<file path="src/rtl/muldiv_sequencer_if.sv">
// ---------------------------------------------------------------------------
// muldiv_sequencer_if
// Handshake/data bundle between decode and the multiply/divide sequencer.
//   start, op[1:0]        : issue a MULT/MULTU/DIV/DIVU this cycle
//   rs_data, rt_data      : forwarded operands (captured at the start edge)
//   mthi, mtlo, mt_data   : HI/LO writes from MTHI/MTLO
//   read_req              : decode holds an MFHI/MFLO
//   busy, stall           : operation in flight / hold decode and upstream
//   hi, lo                : architectural HI/LO registers
//   done, div_by_zero     : one-cycle completion pulse and its divide-by-0 flag
// master = decode side, slave = sequencer side.
// ---------------------------------------------------------------------------
interface muldiv_sequencer_if;
   logic        start;
   logic [1:0]  op;
   logic [31:0] rs_data;
   logic [31:0] rt_data;
   logic        mthi;
   logic        mtlo;
   logic [31:0] mt_data;
   logic        read_req;
   logic        busy;
   logic        stall;
   logic [31:0] hi;
   logic [31:0] lo;
   logic        done;
   logic        div_by_zero;

   modport master (
      output start, op, rs_data, rt_data, mthi, mtlo, mt_data, read_req,
      input  busy, stall, hi, lo, done, div_by_zero
   );

   modport slave (
      input  start, op, rs_data, rt_data, mthi, mtlo, mt_data, read_req,
      output busy, stall, hi, lo, done, div_by_zero
   );
endinterface

</file>
<file path="src/rtl/muldiv_sequencer.sv">
// ---------------------------------------------------------------------------
// muldiv_sequencer
// Iterative multiply/divide unit and HI/LO owner for the 5-stage MIPS core.
// A shift-add multiplier (MUL_BITS_PER_CYCLE bits per cycle) and a restoring
// divider (1 quotient bit per cycle) are sequenced IDLE -> PREP -> RUN -> FIX.
//
// Ports:
//   clk   : core clock
//   rst   : synchronous active-high reset (abandons any operation in flight)
//   bus   : muldiv_sequencer_if.slave (start/op/operands, mthi/mtlo/mt_data,
//           read_req in; busy/stall/hi/lo/done/div_by_zero out)
//
// Optional feature, macro MULDIV_EARLY_OUT_EN:
//   defined   -> a multiply RUN ends once the remaining multiplier bits are 0
//   undefined -> every multiply RUN lasts 32/MUL_BITS_PER_CYCLE cycles
// ---------------------------------------------------------------------------
module muldiv_sequencer #(
   parameter int MUL_BITS_PER_CYCLE = 1,
   parameter int DIV_CYCLES         = 32
) (
   input  logic              clk,
   input  logic              rst,
   muldiv_sequencer_if.slave bus
);
   localparam int CW = 6;
   localparam int MUL_CYCLES = 32 / MUL_BITS_PER_CYCLE;
   localparam logic [CW-1:0] MUL_LAST = CW'(MUL_CYCLES - 1);
   localparam logic [CW-1:0] DIV_LAST = CW'(DIV_CYCLES - 1);

   typedef enum logic [1:0] {S_IDLE, S_PREP, S_RUN, S_FIX} state_t;
   state_t state, state_n;

   logic [1:0]    op_q;
   logic [31:0]   rs_q, rt_q;
   logic          neg_main;   // product / quotient sign
   logic          neg_rem;    // remainder follows the dividend
   logic          dvz;
   logic [63:0]   acc, mcand;
   logic [31:0]   mplier;
   logic [31:0]   rem, quo, dvsr;
   logic [CW-1:0] cnt;
   logic [31:0]   hi_q, lo_q;
   logic          done_q, dbz_q;

   logic          is_div, is_signed;
   logic [63:0]   acc_step;
   logic [31:0]   mplier_rest;
   logic [32:0]   trial, trial_sub;
   logic          fits;
   logic [31:0]   rem_step;
   logic          run_last;
   logic [31:0]   res_hi, res_lo;
   logic [63:0]   prod;

   assign is_div    = op_q[1];
   assign is_signed = ~op_q[0];

   function automatic logic [31:0] mag32(input logic signed [31:0] v, input logic sgn);
      return (sgn && v[31]) ? 32'(-v) : 32'(v);
   endfunction

   function automatic logic [31:0] apply_sign32(input logic [31:0] m, input logic neg);
      return neg ? (~m + 32'd1) : m;
   endfunction

   function automatic logic [63:0] apply_sign64(input logic [63:0] m, input logic neg);
      return neg ? (~m + 64'd1) : m;
   endfunction

   // One multiply step: add the shifted multiplicand for every set multiplier bit.
   always_comb begin
      acc_step = acc;
      for (int k = 0; k < MUL_BITS_PER_CYCLE; k++) begin
         if (mplier[k]) acc_step = acc_step + (mcand << k);
      end
   end
   assign mplier_rest = mplier >> MUL_BITS_PER_CYCLE;

   // One restoring divide step on the magnitudes.
   assign trial     = {rem, quo[31]};
   assign fits      = (trial >= {1'b0, dvsr});
   assign trial_sub = trial - {1'b0, dvsr};
   assign rem_step  = fits ? trial_sub[31:0] : trial[31:0];

   always_comb begin
      run_last = is_div ? (cnt == DIV_LAST) : (cnt == MUL_LAST);
`ifdef MULDIV_EARLY_OUT_EN
      if (!is_div && (mplier_rest == '0)) run_last = 1'b1;
`endif
   end

   // FSM: state register and next-state logic.
   always_ff @(posedge clk) begin
      if (rst) state <= S_IDLE;
      else     state <= state_n;
   end

   always_comb begin
      state_n = state;
      case (state)
         S_IDLE:  if (bus.start) state_n = S_PREP;
         S_PREP:  state_n = S_RUN;
         S_RUN:   if (run_last) state_n = S_FIX;
         S_FIX:   state_n = S_IDLE;
         default: state_n = S_IDLE;
      endcase
   end

   // Datapath registers carry no reset; control decides when they matter.
   always_ff @(posedge clk) begin
      case (state)
         // capture: operands frozen at the start edge
         S_IDLE: begin
            if (bus.start) begin
               op_q <= bus.op;
               rs_q <= bus.rs_data;
               rt_q <= bus.rt_data;
            end
         end
         // PREP: magnitudes and result signs
         S_PREP: begin
            mcand    <= {32'd0, mag32(rs_q, is_signed)};
            mplier   <= mag32(rt_q, is_signed);
            acc      <= '0;
            quo      <= mag32(rs_q, is_signed);
            dvsr     <= mag32(rt_q, is_signed);
            rem      <= '0;
            neg_main <= is_signed & (rs_q[31] ^ rt_q[31]);
            neg_rem  <= is_signed & rs_q[31];
            dvz      <= (rt_q == '0);
            cnt      <= '0;
         end
         // RUN: iterate
         S_RUN: begin
            cnt <= cnt + 6'd1;
            if (is_div) begin
               rem <= rem_step;
               quo <= {quo[30:0], fits};
            end else begin
               acc    <= acc_step;
               mcand  <= mcand << MUL_BITS_PER_CYCLE;
               mplier <= mplier_rest;
            end
         end
         default: ;
      endcase
   end

   // FIX: signed result, divide-by-zero override
   assign prod = apply_sign64(acc, neg_main);

   always_comb begin
      res_hi = prod[63:32];
      res_lo = prod[31:0];
      if (is_div) begin
         if (dvz) begin
            res_hi = rs_q;
            res_lo = 32'hFFFF_FFFF;
         end else begin
            res_hi = apply_sign32(rem, neg_rem);
            res_lo = apply_sign32(quo, neg_main);
         end
      end
   end

   // HI/LO and completion pulses. An IDLE start takes priority over mthi/mtlo.
   always_ff @(posedge clk) begin
      if (rst) begin
         hi_q   <= '0;
         lo_q   <= '0;
         done_q <= 1'b0;
         dbz_q  <= 1'b0;
      end else begin
         done_q <= (state == S_FIX);
         dbz_q  <= (state == S_FIX) & is_div & dvz;
         if (state == S_FIX) begin
            hi_q <= res_hi;
            lo_q <= res_lo;
         end else if ((state == S_IDLE) && !bus.start) begin
            if (bus.mthi) hi_q <= bus.mt_data;
            if (bus.mtlo) lo_q <= bus.mt_data;
         end
      end
   end

   assign bus.busy        = (state != S_IDLE);
   assign bus.stall       = bus.busy & (bus.start | bus.read_req | bus.mthi | bus.mtlo);
   assign bus.hi          = hi_q;
   assign bus.lo          = lo_q;
   assign bus.done        = done_q;
   assign bus.div_by_zero = dbz_q;
endmodule

</file>
<file path="src/flat_wrapper.sv">
// flat-port wrapper written by rule: the top's interface ports become plain ports
module muldiv_sequencer_flat 
#(
   parameter int MUL_BITS_PER_CYCLE = 1,
   parameter int DIV_CYCLES         = 32
)
  (clk, rst, bus_start, bus_op, bus_rs_data, bus_rt_data, bus_mthi, bus_mtlo, bus_mt_data, bus_read_req, bus_busy, bus_stall, bus_hi, bus_lo, bus_done, bus_div_by_zero);
  muldiv_sequencer_if bus_i ();
  input  logic clk;
  input  logic rst;
  input wire logic [$bits(bus_i.start)-1:0] bus_start;
  input wire logic [$bits(bus_i.op)-1:0] bus_op;
  input wire logic [$bits(bus_i.rs_data)-1:0] bus_rs_data;
  input wire logic [$bits(bus_i.rt_data)-1:0] bus_rt_data;
  input wire logic [$bits(bus_i.mthi)-1:0] bus_mthi;
  input wire logic [$bits(bus_i.mtlo)-1:0] bus_mtlo;
  input wire logic [$bits(bus_i.mt_data)-1:0] bus_mt_data;
  input wire logic [$bits(bus_i.read_req)-1:0] bus_read_req;
  output wire logic [$bits(bus_i.busy)-1:0] bus_busy;
  output wire logic [$bits(bus_i.stall)-1:0] bus_stall;
  output wire logic [$bits(bus_i.hi)-1:0] bus_hi;
  output wire logic [$bits(bus_i.lo)-1:0] bus_lo;
  output wire logic [$bits(bus_i.done)-1:0] bus_done;
  output wire logic [$bits(bus_i.div_by_zero)-1:0] bus_div_by_zero;
  assign bus_i.start = bus_start;
  assign bus_i.op = bus_op;
  assign bus_i.rs_data = bus_rs_data;
  assign bus_i.rt_data = bus_rt_data;
  assign bus_i.mthi = bus_mthi;
  assign bus_i.mtlo = bus_mtlo;
  assign bus_i.mt_data = bus_mt_data;
  assign bus_i.read_req = bus_read_req;
  assign bus_busy = bus_i.busy;
  assign bus_stall = bus_i.stall;
  assign bus_hi = bus_i.hi;
  assign bus_lo = bus_i.lo;
  assign bus_done = bus_i.done;
  assign bus_div_by_zero = bus_i.div_by_zero;
  muldiv_sequencer #(.MUL_BITS_PER_CYCLE(MUL_BITS_PER_CYCLE), .DIV_CYCLES(DIV_CYCLES)) u_core (.clk(clk), .rst(rst), .bus(bus_i));
endmodule
</file>
<file path="config.mk">
export PLATFORM = sky130hd
export DESIGN_NAME = muldiv_sequencer_flat
export DESIGN_NICKNAME = d
export VERILOG_FILES = /design/src/rtl/muldiv_sequencer_if.sv /design/src/rtl/muldiv_sequencer.sv /design/src/flat_wrapper.sv
export SDC_FILE = /design/constraint.sdc
export NUM_CORES = 1
export LEC_CHECK = 0
export BUFFER_PORTS_ARGS = -buffer_cell sky130_fd_sc_hd__buf_2
export CAP_MARGIN = 20
export CORE_MARGIN = 2
export CORE_UTILIZATION = 25
export CTS_CLUSTER_SIZE = 10
export DETAILED_ROUTE_END_ITERATION = 7
export GPL_TIMING_DRIVEN = 0
export PLACE_DENSITY = 0.38
export SYNTH_ARGS = -nofsm -noshare
export SYNTH_HDL_FRONTEND = slang
export SYNTH_SLANG_ARGS = --single-unit
</file>
<file path="constraint.sdc">
create_clock -name clk -period 9.02 [get_ports clk]
set_clock_uncertainty 0.05 [all_clocks]
set_input_delay 2.255 -clock clk [delete_from_list [all_inputs] [get_ports clk]]
set_output_delay 2.255 -clock clk [all_outputs]
set_load 0.005 [all_outputs]
</file>
==> summary.txt <==
Power and ir drop
  – LEAKAGE: 11.2 nW
  – Total power: 13.6 mW
  – Peak VDD IR: 0.173 mV
  – Power per cell area: 449 mW/mm^2

Hold path
  – Worst min path class: register to register

Finish
  – Register Area: 0.0113 sq mm
  – Fillers: 10,700
  – Final #Nets: 3,176
  – Footprint of the multi-input gates: 0.0133 sq mm
  – Fraction of layout cells with a size suffix above 1: 11.6%
  – Area grow syn2layout: 18.1%
  – Core Util, Final: 29.8%
  – Final Non-Filler Cells: 4,381
  – Fin area: 0.0303 sq mm

Logic synthesis
  – Sequential element share of the synthesized area: 44.0%
  – Commonest cells in the netlist: edfxtp_1 (331), a21oi_1 (237), nor2_1 (237)
  – Mapped Cells: 2,721
  – Synth area leaders: edfxtp_1 (39%), xnor2_1 (5.8%), dfxtp_1 (5.3%)
  – Yosys cell types: 68
  – Mapped Avg Cell Area: 9.43 sq um
  – Post-synth top flop: edfxtp_1
  – Warnings, synthesis: 0
  – Synth top area share: 38.7%
  – Top-count cell post-synth: edfxtp_1
  – Synth async-reset ratio: 0%
  – Synth Cell Area: 0.0257 sq mm
  – Top cell type by total area after synthesis: edfxtp_1
  – Syn_nets: 2,933
  – Synthesized flop and latch total: 399
  – EDFF count, synth: 331

Floorplanning
  – Initial Utilization: 25.2%
  – Die Y: 324 um
  – Core ar.: 0.102 sq mm
  – Die width: 324 um
  – IO Count: 172
  – FP Rows: 117
  – Die area: 0.105 sq mm

Timing
  – Period minus WS final: 6.35 ns
  – # setup viols final: 0
  – Final hold viol count: 0
  – Pins over their slew limit: 0
  – Worst-margin pin slew: 1.26 ns
  – Fin Hold WS: 0.449 ns
  – Final period util: 70.4%
  – RSZ-0062 raised after global routing: false
  – Max-slew headroom: 16.0%
  – Max Freq: 158 MHz

Status
  – Status: finished clean

Setup path
  – CP Data Required Time: 6.72 ns
  – Crit-path cells: buf_2 -> clkbuf_1 -> clkbuf_1 -> nor4_1 -> nor2_1 -> buf_2
  – CP Launch Type: primary input
  – Worst Path Max Fanout: 10
  – Slowest-stage cell, CP: clkbuf_1
  – WP data arrival: 4.04 ns
  – Max incr delay on CP: 0.76 ns
  – CP endpoint kind: primary output
  – Crit Path Class: primary input to primary output

Route
  – DRT iter0 DRCs: 1,757
  – Drt wl/cell: 25.8 um
  – DR pass1 iterations: 5
  – DRC errors left: 0
  – WL final: 113,000 um
  – Vias per Instance: 5.08
  – Via count: 22,300
  – Final ANT Viol Nets: 0

Clock tree
  – # clock sinks: 399
  – Clk buf depth: 3
  – Clock tree from TritonCTS: yes
  – Clk root buf: clkbuf_16
  – Worst-Skew Late Latency: 0.66 ns
  – CTS H-Tree Depth: 2
  – Clock-pin slew on the worst setup and hold paths: 0.07 ns
  – # resized after CTS: 0
  – Setup bufs post-CTS: 0
  – TritonCTS Buffers: 53
  – Cts-stage hold buffer count: 0

GRT
  – First-pass GRT wire length: 161,000 um
  – Total gr overflow: 0
  – GRT Overall Usage: 20.9%
  – Vias in the first global route: 22,200
  – Largest net degree at the start of global routing: 54
  – Initial antenna violation count: 5

Placement
  – Placed Instances: 4,275
  – Post-place instance area: 0.0286 sq mm
  – PortBufs: 170
  – Post-DP HPWL: 90,800 um
  – Gpl congestion: 0.982

Run
  – Total of max-cap violations: 0
[power breakdown]
part           switching, mW  total [mW]  leakage (nW)  internal [mW]
clock network          0.907        2.14         0.847           1.23
registers              0.942        4.02          3.72           3.08
logic                   4.74        7.44          6.68           2.69
[cell type report]
type | instances | share of cell area, %
multi-input combinational | 2037 | 43.9
sequential | 399 | 37.3
tap | 1368 | 5.65
clock buffer | 80 | 5.04
timing repair buffer | 188 | 3.86
buffer | 154 | 1.94
inverter | 131 | 1.62
clock inverter | 20 | 0.632
antenna | 4 | 0.0330
[final timing paths]
check                            to  slack, ns         startpoint  cells after the start
setup / recovery          bus_stall       2.67           bus_mtlo                      6
hold reg to reg   u_core.bus.hi[30]       0.45  u_core.bus.hi[30]                      2
hold / removal    u_core.bus.hi[30]       0.45  u_core.bus.hi[30]                      2
setup reg to reg     u_core.acc[56]       3.97      u_core.acc[0]                     12
[layout by cell type, fill, tap and decap left out, types with 105 or more instances in the layout]
cell and instances:
a21oi_1 237, buf_2 176, clkbuf_1 154, edfxtp_1 331, ha_1 105, inv_1 129, nand2_1 215, nor2_1 237
o21ai_0 158, xnor2_1 171
[through the flow]
stage | setup slack [ns] | setup TNS, ns
2_1_floorplan | 0.593 | 0
3_5_place_dp | 2.66 | 0
5_1_grt | 2.61 | 0
3_3_place_gp | -5.56 | -747.55
4_1_cts | 2.66 | 0
6_report | 2.67 | 0
[logic make-up (layout without fill, tap and decap cells)]
| group | count (synthesis) | in the layout | synth area share (%) |
|---|---|---|---|
| mux | 73 | 73 | 3.01 |
| fa+ha+maj | 108 | 108 | 5.33 |
| xor+xnor | 260 | 260 | 8.88 |
| simple gates | 842 | 842 | 16.0 |
| flops | 399 | 399 | 44.0 |
| compound gates | 754 | 754 | 18.5 |
| other cells | 0 | 4 | 0 |
| buf+inv | 285 | 573 | 4.21 |
[sequential cells by signal, indices dropped and copies added (netlist names), 6 cells and up]
register,cells
u_core.mplier,32
u_core.dvsr,32
u_core.rs_q,32
u_core.acc,64
u_core.bus.lo,32
u_core.bus.hi,32
u_core.rem,32
u_core.rt_q,32
u_core.mcand,64
u_core.quo,32
u_core.cnt,6
[routing by layer]
| metal | GRT usage, % | wire, um | share of wire (%) |
|---|---|---|---|
| met5 | 0 | 0 | 0 |
| met4 | 6.84 | 3810 | 3.4 |
| met3 | 2.83 | 5470 | 4.8 |
| met2 | 34.2 | 51800 | 46 |
| met1 | 28.3 | 51900 | 46 |
[worst max-delay path, delay by kind of cell]
family	cells	cell delay, ns
buf+inv	4	1.52
simple gates	2	0.25
Note: power is estimated with default switching activity, not from simulation.
